### src/rtl/note_sequencer.sv
// Note recorder/player: records up to DEPTH (note, octave) events, then plays them back
// with a fixed note length, an inter-note gap, optional looping and rest slots.
module note_sequencer #(
   parameter int DEPTH          = 16,
   parameter int PTR_W          = 4,
   parameter int CNT_W          = 24,
   parameter int TICKS_PER_NOTE = 12_500_000,
   parameter int GAP_TICKS      = 1_250_000
) (
   input  logic             CLOCK_50,
   input  logic             reset,
   input  logic             ld_note,
   input  logic [3:0]       note_in,
   input  logic [1:0]       octave_in,
   input  logic             play,
   input  logic             stop,
   input  logic             clear,
   input  logic             loop_en,
   output logic [3:0]       note_out,
   output logic [1:0]       octave_out,
   output logic             note_valid,
   output logic             playing,
   output logic [PTR_W-1:0] note_index,
   output logic [PTR_W:0]   note_count,
   output logic             full,
   output logic             empty
);

   localparam logic [1:0]       ST_IDLE   = 2'd0;
   localparam logic [1:0]       ST_PLAY   = 2'd1;
   localparam logic [1:0]       ST_GAP    = 2'd2;
   localparam logic [3:0]       REST      = 4'hF;
   localparam logic [CNT_W-1:0] NOTE_LAST = CNT_W'(TICKS_PER_NOTE - 1);
   localparam logic [CNT_W-1:0] GAP_LAST  = CNT_W'((GAP_TICKS > 0) ? GAP_TICKS - 1 : 0);

   logic [5:0]       mem [DEPTH];
   logic [1:0]       state_q,  state_d;
   logic [CNT_W-1:0] tick_q,   tick_d;
   logic [PTR_W:0]   count_q,  count_d;
   logic [PTR_W-1:0] index_q,  index_d;
   logic [3:0]       note_q,   note_d;
   logic [1:0]       octave_q, octave_d;
   logic             valid_q,  valid_d;

   logic             wr_en, slot_end, last_slot;
   logic [PTR_W-1:0] next_idx;
   logic [5:0]       rd_first, rd_next;

   assign last_slot = ({1'b0, index_q} + (PTR_W+1)'(1)) >= count_q;
   assign next_idx  = last_slot ? '0 : index_q + PTR_W'(1);
   assign rd_first  = mem[0];
   assign rd_next   = mem[next_idx];

   always_comb begin
      // NOTE: every variable gets a default first so no path can infer a latch.
      state_d  = state_q;
      tick_d   = tick_q;
      count_d  = count_q;
      index_d  = index_q;
      note_d   = note_q;
      octave_d = octave_q;
      valid_d  = valid_q;
      wr_en    = 1'b0;
      slot_end = 1'b0;

      case (state_q)
         ST_IDLE: begin
            if (!clear && !stop) begin
               if (play) begin
                  if (!empty) begin
                     state_d  = ST_PLAY;
                     tick_d   = '0;
                     index_d  = '0;
                     note_d   = rd_first[5:2];
                     octave_d = rd_first[1:0];
                     valid_d  = (rd_first[5:2] != REST);
                  end
               end else if (ld_note && !full) begin
                  wr_en   = 1'b1;
                  count_d = count_q + (PTR_W+1)'(1);
               end
            end
         end
         ST_PLAY: begin
            if (tick_q == NOTE_LAST) begin
               if (GAP_TICKS == 0) begin
                  slot_end = 1'b1;
               end else begin
                  state_d = ST_GAP;
                  tick_d  = '0;
                  valid_d = 1'b0;
               end
            end else begin
               tick_d = tick_q + CNT_W'(1);
            end
         end
         ST_GAP: begin
            if (tick_q == GAP_LAST) slot_end = 1'b1;
            else                    tick_d   = tick_q + CNT_W'(1);
         end
         default: state_d = ST_IDLE;
      endcase

      // End of slot: advance, wrap when looping, or fall back to idle after the last slot.
      if (slot_end) begin
         tick_d = '0;
         if (last_slot && !loop_en) begin
            state_d  = ST_IDLE;
            index_d  = '0;
            note_d   = '0;
            octave_d = '0;
            valid_d  = 1'b0;
         end else begin
            state_d  = ST_PLAY;
            index_d  = next_idx;
            note_d   = rd_next[5:2];
            octave_d = rd_next[1:0];
            valid_d  = (rd_next[5:2] != REST);
         end
      end

      if (state_q != ST_IDLE && (stop || clear)) begin
         state_d  = ST_IDLE;
         tick_d   = '0;
         index_d  = '0;
         note_d   = '0;
         octave_d = '0;
         valid_d  = 1'b0;
      end

      if (clear) count_d = '0;
   end

   always_ff @(posedge CLOCK_50) begin
      // NOTE: state registers use non-blocking assignments so every flop samples pre-edge values.
      if (reset) begin
         state_q  <= ST_IDLE;
         tick_q   <= '0;
         count_q  <= '0;
         index_q  <= '0;
         note_q   <= '0;
         octave_q <= '0;
         valid_q  <= 1'b0;
      end else begin
         state_q  <= state_d;
         tick_q   <= tick_d;
         count_q  <= count_d;
         index_q  <= index_d;
         note_q   <= note_d;
         octave_q <= octave_d;
         valid_q  <= valid_d;
      end
   end

   // NOTE: the note memory is deliberately not reset; note_count alone says which slots are valid.
   always_ff @(posedge CLOCK_50) begin
      if (wr_en) mem[count_q[PTR_W-1:0]] <= {note_in, octave_in};
   end

   assign note_out   = note_q;
   assign octave_out = octave_q;
   assign note_valid = valid_q;
   assign playing    = (state_q != ST_IDLE);
   assign note_index = index_q;
   assign note_count = count_q;
   assign empty      = (count_q == '0);
   assign full       = (count_q == (PTR_W+1)'(DEPTH));

endmodule

### config.mk
export PLATFORM = sky130hd
export DESIGN_NAME = note_sequencer
export DESIGN_NICKNAME = d
export VERILOG_FILES = /design/src/rtl/note_sequencer.sv
export SDC_FILE = /design/constraint.sdc
export NUM_CORES = 1
export LEC_CHECK = 0
export CAP_MARGIN = 20
export CORE_MARGIN = 1.5
export CORE_UTILIZATION = 50
export DETAILED_ROUTE_END_ITERATION = 6
export PLACE_DENSITY = 0.74
export SLEW_MARGIN = 20
export SYNTH_ARGS = -nofsm -noshare
export SYNTH_HDL_FRONTEND = slang
export SYNTH_SLANG_ARGS = --single-unit
### constraint.sdc
create_clock -name CLOCK_50 -period 3.8 [get_ports CLOCK_50]
set_input_delay 1.14 -clock CLOCK_50 [delete_from_list [all_inputs] [get_ports CLOCK_50]]
set_output_delay 1.14 -clock CLOCK_50 [all_outputs]
set_load 0.01 [all_outputs]
# Word-level counts from Yosys, hierarchy flattened
# Memories as Yosys holds them, arrays and structs flattened.
# Cells that the tools add are included.
# totals
ff_bits	42
latchBits	0
mem_bits_rw	96
romBits	0
input_bits	13
output_inout_bits	19
wordCells	103
n_memories	1
# classes
n_addsub	4
n_mul	0
div_mod_pow	0
n_lt_le_gt_ge	1
eq_ne	17
shift	0
mux	47
n_bitwise	1
n_reduce_logical	25
# memory_table
memory	words	word_bits	rd	rd_ports_with_merged_regs	wr	line_no	text
mem	16	6	2	0	1	36	logic [5:0] mem [DEPTH];
# op_table
operator	count
2-to-1 mux 24 bit	5
one-hot mux 24 bit (3 select lines)	1
2-to-1 mux 4 bit	13
adder 24 x 1 -> 24 bit, second input constant	1
equality test 24 x 21 -> 1 bit, second input constant	1
equality test 24 bit, second input constant	1
2-to-1 mux 2 bit	11
2-to-1 mux 1 bit	15
AND reduction 5 bit	3
!= test 3 bit, second input constant	4
!= test 2 bit, second input constant	5
!= test 4 bit, second input constant	2
AND reduction 4 bit	2
nonzero test 2 bit	4
one-hot mux 2 bit (3 select lines)	1
nonzero test 3 bit	2
adder 4 x 1 -> 5 bit, second input constant	1
adder 5 x 1 -> 5 bit, second input constant	1
equality test 5 bit, second input constant	1
>= comparator 5 bit	1
logical NOT 5 bit	1
adder 4 x 1 -> 4 bit, second input constant	1
logical AND 1 bit	4
logical NOT 1 bit	4
other kinds (9)	10

# Longest topological paths before layout
# logic_depth
ltp_word	9
depth_mapped	14
ltp_nobuf	12

# Worst setup path before layout
# Ideal clock, no wire load.
# synth_path
kind	register to register
from	register index_q[0], in the netlist note_index[0]
to	register valid_q, in the netlist note_valid
setup_ns	0.131
arrival_time_ns	3.051
t_required_ns	3.669
slack_ns	0.618
path_stages_with_launch	14
n_path_buf	3
synth_period_minus_slack_ns	3.182
cell_sequence	dfxtp_1 buf_2 nand3_1 xnor2_1 clkbuf_1 ha_1 and2_1 a21oi_1 clkbuf_1 o2111ai_1 a21oi_1 o32a_1 nor4b_1 o31ai_1
# synth_between
elab_chain_len	7
# synth_lines
element	line_no	text
start: declaration	40	logic [PTR_W-1:0] index_q, index_d;
start signal: assignment	148	index_q <= index_d;
adder 4 x 1 -> 5 bit	49	assign last_slot = ({1'b0, index_q} + (PTR_W+1)'(1)) >= count_q;
>= comparator 5 bit	49	
2-to-1 mux 4 bit	50	assign next_idx = last_slot ? '0 : index_q + PTR_W'(1);
memory read (16 x 6 bit)	-	
!= test 4 bit	118	valid_d = (rd_next[5:2] != REST);
2-to-1 mux 1 bit (*)	107	if (last_slot && !loop_en) begin
2-to-1 mux 1 bit (*)	105	if (slot_end) begin
end signal: assignment	151	valid_q <= valid_d;
end: declaration	43	logic valid_q, valid_d;
# Mark *: on every way between the ends. The rest lies on a longest branch, timed or not.
# A chain may end at the register's enable or synchronous reset.

# Worst setup path in the final report
# layout_path
from	register count_q[0], in the netlist note_count[0]
to	output empty
# layout_between
elab_chain_len	1
# layout_lines
element	line_no	text
start: declaration	39	logic [PTR_W:0] count_q, count_d;
start signal: assignment	147	count_q <= count_d;
logical NOT 5 bit	166	assign empty = (count_q == '0);
end: declaration	26	output logic empty
# No other way between the ends.

==> results.py <==
metrics = {
    "final_layout": {
        "stdcell_count": 784,
        "final_nets": 631,
        "drive_gt1_frac": 0.133,
        "final_util": 0.619,
        "syn2layout_area_growth_pct": 19.0,
        "multiInputGateArea_sq_um": 2430,
        "antenna_cells": 0,
        "post-route-cell-area_sq_um": 7520,
        "nFillCells": 941,
        "seqCellArea_sq_um": 3720,
    },
    "power": {
        "power.switching_mw": 0.724,
        "power_frac_seq": 0.502,
        "switching_share": 0.226,
        "comb_power_share": 0.017,
        "clockPowerShare": 0.481,
        "p_leak_nw": 2.62,
        "finalPower_mw": 3.21,
        "vdd_drop_max_v": 0.000296,
        "internal_power_mw": 2.48,
        "pwr_density_cell_nw_per_um2": 426,
    },
    "sta": {
        "holdWs_ps": 544,
        "slew_headroom": 0.516,
        "min_period_over_period": 0.947,
        "slew_viol_final": 0,
        "period_needed_ps": 3600,
        "worst_pin_slew_ps": 723,
        "final.setup.tns_ps": 0,
        "setup_ws_ps": 201,
        "skew_ps": 8.65,
        "max_freq_mhz": 278,
        "setup-violations-final": 0,
        "rsz0062_at_grt": "no",
        "finalHoldViolCount": 0,
    },
    "grt": {
        "antenna_found_initial": 0,
        "grt_usage": 0.244,
        "grt_max_degree": 29,
        "grt_pass1_wl_um": 23700,
        "grt_pass1_vias": 4304,
        "grt_overflow": 0,
    },
    "route": {
        "met1_length_um": 6740,
        "vias": 4691,
        "wl_met2_um": 6970,
        "drt_first_pass_iters": 5,
        "postRouteAntennaNets": 0,
        "wirelength_um": 15300,
        "viasPerCell": 5.98,
        "wire_per_inst_um": 19.5,
        "dr.first_iter.drc_count": 615,
        "route.met3.wl_um": 1240,
        "topRoutingLayerUsed": "met4",
        "drc_errors": 0,
    },
    "worst_setup_path": {
        "rrSetupSlack_ps": 230,
        "worst-setup-path-type": "reg2out",
        "worstPathArrival_ps": 2460,
        "crit_fanout": 7,
        "cp_data_required_time_ps": 2660,
        "critPathCaptureType": "primary output",
        "r2r_end": "octave_out[1]$_SDFFE_PP0P_",
        "r2r_cells": 13,
        "r2r_start": "note_index[0]$_SDFFE_PP0P_",
        "cp-start-kind": "flop",
    },
    "yosys": {
        "netlist_instances": 545,
        "ys_warn_count": 0,
        "async_flop_share": 0,
        "synth.most_common_cell": "edfxtp_1",
        "synth_nets": 573,
        "yosysUniqueCellTypes": 68,
        "synthAdderAreaFrac": 0.0297,
        "ys_seq_elements": 138,
        "synth-xor-area-share": 0.0360,
        "synth-main-ff-cell": "edfxtp_1",
        "synth.area.top_cells": "edfxtp_1, dfxtp_1, mux2i_1",
        "synth-edff-count": 96,
        "synth_compound_area_frac": 0.120,
        "yosysSeqAreaShare": 0.589,
        "synth_top_family_by_area": "simple AND/OR/NAND/NOR gates",
        "synth.top_cell.area_share": 0.456,
        "synth_area_leader_cell": "edfxtp_1",
        "muxShareOfSynthArea": 0.0501,
        "yosys-top-cells-count": "edfxtp_1, nor2_1, dfxtp_1",
        "synthSimpleGateAreaFrac": 0.148,
        "synth_area_per_cell_sq_um": 11.6,
        "synthesis.area_sq_um": 6320,
    },
    "place": {
        "placed_cell_area_sq_um": 6960,
        "hpwl_um": 10600,
        "portBuffers": 31,
        "placed_cells": 752,
        "pre_cts_ws_ps": 322,
        "gp_congestion": 0.918,
    },
    "clock_tree": {
        "cts_setup_buffers": 0,
        "cts_sinks": 138,
        "cts_tree": "built",
        "postCtsHoldBufs": 0,
        "root_buffer": "clkbuf_16",
        "h-tree-depth": 4,
        "clkSlewWorstSetupHoldPaths_ps": 60,
        "cts_buffers": 17,
        "ctsResizeCount": 0,
        "worstSkewPairLatency_ps": 430,
        "clockBufferDepth": 2,
    },
    "floorplan": {
        "rows": 40,
        "die_height_um": 115,
        "coreArea_sq_um": 12200,
        "die_x_um": 115,
        "num_io_pins": 32,
        "initial_core_util": 0.520,
        "fp.dieArea_sq_um": 13300,
    },
    "hold_path": {
        "worstHoldStart": "note_out[3]$_SDFFE_PP0P_",
        "hold_class": "reg2reg",
        "min_to": "note_out[3]$_SDFFE_PP0P_",
        "hold_depth": 1,
    },
    "flow_run": {
        "maxCapViolCount": 0,
    },
    "outcome": {
        "outcome": "finished, final reports clean",
    },
}
==> metal layers <==
metal  GRT usage  vias to the layer above
met1       0.341                     2250
met3      0.0643                       32
met2       0.361                      235
met4       0.105                        0
li1            -                     2174
met5           0                        -
==> critical path, cell delays in order, from the launching register on <==
cell and delay, ps:
dfxtp_1 400, inv_1 130, ha_1 190, or4b_2 690, inv_1 90, clkdlybuf4s50_1 530
==> power by group through the flow <==
stage               clock network [mW]  registers (mW)  logic [mW]
floorplan                            0            1.64      0.0174
global placement                     0            1.64      0.0520
detailed placement                   0            1.64      0.0534
CTS                               1.56            1.61      0.0536
global route                      1.64            1.61      0.0587
finish                            1.54            1.61      0.0543
==> placed cells by master (no fill, tap or decap), types with 3 or more instances in the layout <==
cell | synthesis | layout
mux2i_1 | 26 | 26
or2_2 | 3 | 3
inv_6 | 0 | 5
o211a_1 | 3 | 3
o32ai_1 | 3 | 3
nor2_1 | 69 | 69
ha_1 | 15 | 15
a221oi_1 | 10 | 10
xnor2_1 | 10 | 10
nor4b_1 | 3 | 3
inv_8 | 0 | 3
inv_1 | 13 | 13
a211oi_1 | 5 | 5
nor3_1 | 17 | 17
dfxtp_1 | 42 | 42
edfxtp_1 | 96 | 96
a21oi_1 | 28 | 28
clkinvlp_4 | 0 | 3
o21ai_0 | 25 | 25
a31oi_1 | 5 | 5
xor2_1 | 16 | 16
nor4bb_1 | 4 | 4
nor4_1 | 7 | 7
or3_1 | 4 | 4
and3_1 | 5 | 5
buf_4 | 1 | 32
nand4_1 | 11 | 11
nand2_1 | 39 | 39
clkdlybuf4s50_1 | 0 | 31
nand3_1 | 15 | 15
clkbuf_16 | 0 | 17
==> kinds of logic (layout without fill, tap and decap cells) <==
| kind of cell | count (synthesis) | count (layout) |
|---|---|---|
| DFF | 138 | 138 |
| muxes | 29 | 29 |
| buffers and inverters | 38 | 109 |
| xor gates and xnor gates | 26 | 26 |
| AOI/OAI and AO/OA | 109 | 109 |
| and+or+nand+nor | 190 | 190 |
| adders and majority gates | 15 | 15 |
==> sequential cells by signal, indices dropped and copies added (netlist names) <==
register    count
octave_out      2
note_valid      1
note_count      5
note_index      4
note_out        4
state_q         2
tick_q         24
mem            96
==> layout make-up <==
type                    instances  share of cell area
multi-input cells             369               0.323
flip-flops and latches        138               0.495
clock buffers                  17              0.0566
clock inverters                15              0.0178
repair buffers                 63              0.0732
well taps                     168              0.0279
inverters                      14             0.00699
==> worst max-delay path by stage <==
stage	start	end	slack, ps	cells past startpoint
2_1_floorplan	note_index[0]$_SDFFE_PP0P_	note_valid$_SDFFE_PP0P_	620	13
3_3_place_gp	clear	tick_q[16]$_SDFFE_PP0P_	370	9
3_5_place_dp	note_index[0]$_SDFFE_PP0P_	octave_out[1]$_SDFFE_PP0P_	320	13
4_1_cts	note_count[0]$_SDFFE_PP0P_	empty	190	5
5_1_grt	note_index[0]$_SDFFE_PP0P_	note_valid$_SDFFE_PP0P_	10	12
6_report	note_count[0]$_SDFFE_PP0P_	empty	200	5
(Power assumes the default switching activity.)
